==> src/rtl/param_stack.sv <==
// param_stack: LIFO with registered top-of-stack, occupancy, status flags and sticky error flags.
module param_stack #(
   parameter int DATA_WIDTH    = 8,
   parameter int DEPTH         = 32,
   parameter int AFULL_THRESH  = 28,
   parameter int AEMPTY_THRESH = 4,
   localparam int CW           = $clog2(DEPTH + 1)
) (
   input  logic                  CLK,
   input  logic                  RST,
   input  logic                  PUSH,
   input  logic                  POP,
   input  logic                  FLUSH,
   input  logic                  CLR_ERR,
   input  logic [DATA_WIDTH-1:0] DATA_IN,
   output logic [DATA_WIDTH-1:0] TOP,
   output logic [CW-1:0]         COUNT,
   output logic                  FULL,
   output logic                  EMPTY,
   output logic                  ALMOST_FULL,
   output logic                  ALMOST_EMPTY,
   output logic                  OVERFLOW,
   output logic                  UNDERFLOW
);
   localparam int AW = (DEPTH > 1) ? $clog2(DEPTH) : 1;
   logic [DATA_WIDTH-1:0] mem [DEPTH];
   logic                  full_c, rep, psh, pp, wr_en, ovf_ev, unf_ev;
   logic [AW-1:0]         wr_idx;
   logic [CW-1:0]         cnt_nx;
   logic [DATA_WIDTH-1:0] top_nx, below;
   // A push+pop on an empty stack degenerates to a plain push.
   always_comb begin
      full_c = (COUNT == CW'(DEPTH));
      rep    = PUSH && POP && (COUNT != '0);
      psh    = PUSH && !rep;
      pp     = POP && !PUSH;
      ovf_ev = !FLUSH && psh && full_c;
      unf_ev = !FLUSH && pp && (COUNT == '0);
      wr_en  = !FLUSH && (rep || (psh && !full_c));
      wr_idx = rep ? AW'(COUNT - CW'(1)) : AW'(COUNT);
      below  = (COUNT >= CW'(2)) ? mem[AW'(COUNT - CW'(2))] : '0;
      cnt_nx = FLUSH ? '0
             : (psh && !full_c) ? COUNT + CW'(1)
             : (pp && COUNT != '0) ? COUNT - CW'(1)
             : COUNT;
      top_nx = FLUSH ? '0
             : wr_en ? DATA_IN
             : (pp && COUNT != '0) ? below
             : TOP;
   end
   always_ff @(posedge CLK)
      if (!RST && wr_en) mem[wr_idx] <= DATA_IN;
   always_ff @(posedge CLK) begin
      if (RST) begin
         COUNT        <= '0;
         TOP          <= '0;
         FULL         <= 1'b0;
         EMPTY        <= 1'b1;
         ALMOST_FULL  <= (AFULL_THRESH <= 0);
         ALMOST_EMPTY <= 1'b1;
         OVERFLOW     <= 1'b0;
         UNDERFLOW    <= 1'b0;
      end else begin
         COUNT        <= cnt_nx;
         TOP          <= top_nx;
         FULL         <= (cnt_nx == CW'(DEPTH));
         EMPTY        <= (cnt_nx == '0);
         ALMOST_FULL  <= (int'(cnt_nx) >= AFULL_THRESH);
         ALMOST_EMPTY <= (int'(cnt_nx) <= AEMPTY_THRESH);
         OVERFLOW     <= (OVERFLOW && !CLR_ERR) || ovf_ev;
         UNDERFLOW    <= (UNDERFLOW && !CLR_ERR) || unf_ev;
      end
   end
endmodule

==> config.mk <==
export PLATFORM = sky130hd
export DESIGN_NAME = param_stack
export DESIGN_NICKNAME = d
export VERILOG_FILES = /design/src/rtl/param_stack.sv
export SDC_FILE = /design/constraint.sdc
export NUM_CORES = 1
export LEC_CHECK = 0
export CORE_ASPECT_RATIO = 0.6
export CORE_UTILIZATION = 55
export DETAILED_ROUTE_END_ITERATION = 8
export MAX_ROUTING_LAYER = met4
export PLACE_DENSITY = 0.74
export SKIP_CTS_REPAIR_TIMING = 1
export SLEW_MARGIN = 20
export SYNTH_ARGS = -nofsm -noshare
export SYNTH_HDL_FRONTEND = slang
export SYNTH_SLANG_ARGS = --single-unit
==> constraint.sdc <==
create_clock -name CLK -period 3.6 [get_ports CLK]
set_input_delay 0.72 -clock CLK [delete_from_list [all_inputs] [get_ports CLK]]
set_output_delay 0.72 -clock CLK [all_outputs]
set_load 0.03 [all_outputs]
==> results of run 1 <==
## logic make-up (layout without fill, tap and decap cells)
group | count (synthesis) | count (layout)
AOI/OAI and AO/OA | 97 | 97
xor gates and xnor gates | 7 | 7
adders and majority gates | 7 | 7
buffers and inverters | 47 | 130
DFF | 276 | 276
muxes | 84 | 84
other | 0 | 2
and+or+nand+nor | 158 | 158
## stage by stage
stage               hold slack (ps)  utilization [%]  std cells  setup WS (ps)  power [uW]
floorplan                       580                -        676           -161        4330
global route                    493             64.9       1034           8.34        7470
CTS                             473             64.9       1032          -87.5        7260
global placement                452             61.0        987            158        4690
finish                          469             64.9       1034            179        7250
detailed placement              457             61.0        987           28.0        4710
## routing by layer
metal	share of wire (%)	GRT usage [%]
met5	0	-
met4	1.7	6.08
met3	11	5.69
met2	42	37.0
met1	45	42.3
## worst paths after layout
path,endpoint,start,cells after the start,slack [ps]
max,COUNT[0],COUNT[0],3,180
min,UNDERFLOW,UNDERFLOW,1,470
max reg2reg,mem[11][4],COUNT[1],8,350
min reg2reg,UNDERFLOW,UNDERFLOW,1,470
## synth_stat cells (all sizes together), types with 3 or more instances
master,number,share of area [%]
clkbuf,13,0.42
mux4,57,11
and2,3,0.16
buf,24,1.1
a22oi,7,0.46
nor4b,4,0.30
a31o,8,0.61
xnor2,7,0.60
nor2,40,1.3
dfxtp,20,3.5
nand4,8,0.44
ha,7,0.76
o21ai,18,0.91
mux2i,27,2.3
inv,9,0.29
nor3,15,0.65
a21oi,27,1.2
edfxtp,256,67
nand3,11,0.48
nor2b,6,0.33
a32oi,10,0.92
nand2,50,1.6
nor4,4,0.22
nand4b,3,0.23
or2,4,0.24
## critical path: cells and delay by family (launching register included)
kind     cells  cell delay [ps]
flops        1              350
buf+inv      3             1750
## power by group through the flow
stage | registers (uW) | logic (uW) | clock network [uW]
floorplan | 3650 | 680 | 0
global placement | 3620 | 1070 | 0
detailed placement | 3620 | 1090 | 0
CTS | 3550 | 1100 | 2620
global route | 3550 | 1180 | 2740
finish | 3550 | 1110 | 2590
## layout make-up
class | instances | area (um2)
flip-flops and latches | 276 | 8100
fillers | 1404 | 7110
multi-input cells | 353 | 3240
repair buffers | 75 | 649
clock buffers | 28 | 637
well taps | 273 | 342
clock inverters | 17 | 151
inverters | 10 | 37.5
diodes | 2 | 5.00
==> metrics.md, run 1 <==
| Metric | Value |
|---|---|
| Status | `finished, final reports clean` |
| Syn Area/Cell | `17.0 um2` |
| Post-DP HPWL | `18.0 mm` |
| Clock power frac | `35.7%` |
| Syn_nets | `697` |
| Initial Util | `56.8%` |
| Final hold viol count | `0` |
| Largest net degree at the start of global routing | `59` |
| Post-synthesis xor/xnor area fraction | `0.598%` |
| ANT nets after route | `0` |
| Asr flop ratio synth | `0%` |
| Routability Congestion | `0.982` |
| Gr usage total | `27.2%` |
| DRT Pass-1 Iters | `5` |
| Clock root buffer | `clkbuf_16` |
| Via density | `6.48` |
| Crit-path max cell delay | `760 ps` |
| H-tree levels | `1` |
| Vias | `6700` |
| P_sw | `1870 uW` |
| VDD IR max | `0.426 mV` |
| Cells after Synth | `676` |
| Seq pwr share | `48.9%` |
| Compound-Gate Fraction of Synth Area | `6.24%` |
| Flip-flop count of the largest register after layout | `256` |
| GRT Residual Overflow | `0` |
| Pwr dens | `551 nW/um2` |
| Number of library cell types mapped by synthesis | `64` |
| Vias in the first global route | `6590` |
| Number of synthesis warnings | `0` |
| Dominant synthesized flop cell | `edfxtp_1` |
| Die width | `189 um` |
| Internal power | `5380 uW` |
| CTS Buf Count | `25` |
| Startpoint types | `flip-flop` |
| DR WL/cell | `26.3 um` |
| Tcrit/Tclk final | `95.0%` |
| Leak Pwr | `0.00415 uW` |
| RSZ-0062 raised after global routing | `false` |
| Global-route wire length before repair | `41.5 mm` |
| Routed WL | `27.2 mm` |
| Slew Viols, Final | `0` |
| Most frequent cells in the layout | `256 x edfxtp_1, 57 x mux4_2, 50 x nand2_1, 41 x buf_4, 39 x nor2_1` |
| DIE AREA | `21500 um2` |
| Design Area, Final | `13200 um2` |
| Reg clk slew, reported paths | `70 ps` |
| CP endpoint kind | `output pin` |
| Synth-to-Final Area Change | `14.4%` |
| DRT iter0 DRCs | `884` |
| CTS tree | `yes` |
| Maxcap violations | `0` |
| Worst-Skew Late Latency | `540 ps` |
| Die H | `114 um` |
| CP Max Fanout | `35` |
| Sw Ratio | `25.8%` |
| Slew headroom | `18.2%` |
| Achievable frequency | `0.292 GHz` |
| # setup viols final | `0` |
| Most common cell after layout, fill and taps aside | `edfxtp_1` |
| Slowest CP cell | `clkdlybuf4s50_1` |
| Core Region | `20300 um2` |
| Synth Area in Adders | `0.761%` |
| Max clock buf depth | `3` |
| Arr. time, crit path | `2700 ps` |
| Std cell rows | `40` |
| Comb power frac | `15.4%` |
| Sequential fraction of the synthesis area | `70.3%` |
| # clock sinks | `276` |
| Area of placed instances | `12400 um2` |
| CP cell instances | `buf_4 > buf_6 > clkdlybuf4s50_1` |
| DR DRC count | `0` |
| IO buf count | `33` |
| Largest registers | `mem: 256 flops, TOP: 8 flops, COUNT: 6 flops` |
| Fin crit period | `3420 ps` |
| WS Path Type | `flip-flop to output pin` |
| Biggest register | `mem` |
| Initial antenna violation count | `2` |
| Number of synthesized register bits | `276` |
| Worst-Margin Slew | `1230 ps` |
| Net count, final | `762` |
| CP required | `2880 ps` |
| Worst Clk Skew | `9.67 ps` |
| Post-Synth Simple-Gate Area | `6.74%` |
| Setup tns final | `0 ps` |
| Main combinational cell family by area after synthesis | `multiplexers` |
| Mapped Area | `11500 um2` |
| Top Ports | `34` |
| EDFF count, synth | `256` |
| Worst min-delay path category | `flip-flop to flip-flop` |
| Share of cells above drive strength 1 | `22.3%` |
| Mux cell area share after synthesis | `13.5%` |
Note: power is estimated with default switching activity, not from simulation.
==> inputs of run 2 (changes only) <==
--- a/config.mk
+++ b/config.mk
@@ -6,6 +6,7 @@
 export NUM_CORES = 1
 export LEC_CHECK = 0
 export CORE_ASPECT_RATIO = 0.6
+export CORE_MARGIN = 3
 export CORE_UTILIZATION = 55
 export DETAILED_ROUTE_END_ITERATION = 8
 export MAX_ROUTING_LAYER = met4
==> metrics.md, run 2 (synthesized netlist as in run 1, its figures left out) <==
| Metric | Value |
|---|---|
| Status | `finished, final reports clean` |
| GRT Residual Overflow | `0` |
| Met2 Use GR | `31.9%` |
| # clock sinks | `276` |
| DR DRC count | `0` |
| Final hold viol count | `0` |
| Slew headroom | `30.3%` |
| Register area | `8100 um2` |
| Fill cells | `1406` |
| Slew Viols, Final | `0` |
| Fin crit period | `3320 ps` |
| Die H | `118 um` |
| Reg-to-reg startpoint | `COUNT[2]` |
| Initial antenna violation count | `0` |
| Pre-CTS WS | `89.5 ps` |
| Post-DP HPWL | `18.6 mm` |
| CTS tree | `yes` |
| Gr usage total | `25.5%` |
| # setup viols final | `0` |
| Flip-flop count of the largest register after layout | `256` |
| Critical Path Source | `COUNT[2]` |
| Leak Pwr | `0.00411 uW` |
| Routability Congestion | `0.983` |
| Top Ports | `34` |
| CP endpoint kind | `flip-flop` |
| GRT busiest layer | `met1` |
| Diode count | `0` |
| Vias in the first global route | `6534` |
| Clock root buffer | `clkbuf_16` |
| Net count, final | `758` |
| DRT iter0 DRCs | `926` |
| Startpoint types | `flip-flop` |
| Share of cells above drive strength 1 | `21.7%` |
| Tcrit/Tclk final | `92.2%` |
| Largest net degree at the start of global routing | `70` |
| Std cell rows | `40` |
| Via density | `6.49` |
| Achievable frequency | `0.301 GHz` |
| Routed WL | `27.4 mm` |
| Maxcap violations | `0` |
| Most frequent cells in the layout | `256 x edfxtp_1, 57 x mux4_2, 50 x nand2_1, 39 x nor2_1, 38 x buf_4` |
| Met3 Use GR | `7.23%` |
| Worst-Margin Slew | `1040 ps` |
| DRT Pass-1 Iters | `5` |
| Final WS setup | `280 ps` |
| RSZ-0062 raised after global routing | `false` |
| Initial Util | `56.8%` |
| Hold_ws | `501 ps` |
| Pwr dens | `547 nW/um2` |
| ANT nets after route | `0` |
| WS Path Type | `flip-flop to flip-flop` |
| Die width | `193 um` |
| Global-route wire length before repair | `41.4 mm` |
| GR Util met1 | `41.2%` |
| CP required | `3750 ps` |
| Max clock buf depth | `3` |
| DR WL/cell | `26.7 um` |
| DIE AREA | `22700 um2` |
| Most common cell after layout, fill and taps aside | `edfxtp_1` |
| Worst Clk Skew | `19.0 ps` |
| Worst Min Path Start | `UNDERFLOW` |
| Core Region | `20300 um2` |
| Worst min-delay path category | `flip-flop to flip-flop` |
| Arr. time, crit path | `3470 ps` |
| CP Max Fanout | `8` |
| Multi-input logic area | `3240 um2` |
| IO buf count | `33` |
| VDD IR max | `0.466 mV` |
| Setup slack, reg-to-reg | `280 ps` |
| H-tree levels | `1` |
| CTS Buf Count | `24` |
| Vias | `6673` |
| Largest registers | `mem: 256 flops, TOP: 8 flops, COUNT: 6 flops` |
| Synth-to-Final Area Change | `14.0%` |
| Reg clk slew, reported paths | `70 ps` |
| Worst-Skew Late Latency | `530 ps` |
| Biggest register | `mem` |
[run 2: changes by cell type in the layout (fill, tap and decap cells not counted), sizes merged, moves of 2 or more]
cell / before / now
clkbuf: 28 / 30
clkdlybuf4s50: 33 / 31
clkinv: 14 / 10
clkinvlp: 1 / 3
diode: 2 / 0
[run 2: final cells by class]
class | instances | area share, %
tap | 273 | 2.60
sequential | 276 | 61.7
clock buffer | 30 | 4.75
clock inverter | 14 | 1.15
timing repair buffer | 72 | 4.77
inverter | 10 | 0.286
multi-input combinational | 353 | 24.7
[run 2: worst paths after layout]
path | end | depth (start not counted)
worst max-delay path | mem[17][5] | 7
worst min register to register | UNDERFLOW | 1
worst max register to register | mem[17][5] | 7
worst min-delay path | UNDERFLOW | 1
[run 2: routing by layer]
| layer | vias to the layer above | wire, um |
|---|---|---|
| met2 | 386 | 11000 |
| met1 | 3405 | 12600 |
| met4 | 0 | 550 |
| li1 | 2835 | - |
| met3 | 47 | 3260 |
| met5 | - | 0 |
[run 2: through the flow]
stage          total power (uW)  std cells  instance area, um2  utilization, %  TNS [ps]
2_1_floorplan              4330        676               11500               -     -3490
4_1_cts                    7190       1028               13100            64.8         0
3_3_place_gp               4700        984               12400            61.0         0
5_1_grt                    7410       1028               13100            64.7         0
6_report                   7170       1028               13100            64.7         0
3_5_place_dp               4710        984               12400            61.0         0
[run 2: report_power, final]
| group | total [uW] | internal, uW | switching (uW) |
|---|---|---|---|
| Sequential | 3550 | 3530 | 16.3 |
| Clock | 2500 | 1390 | 1110 |
| Combinational | 1120 | 416 | 707 |
[run 2: worst max-delay path, stage by stage (launching register included)]
cell and delay [ps]:
dfxtp_1 330, inv_1 240, ha_1 340, a21boi_1 290, o2111ai_2 250, xnor2_2 500
o211ai_1 290, nor2_1 700
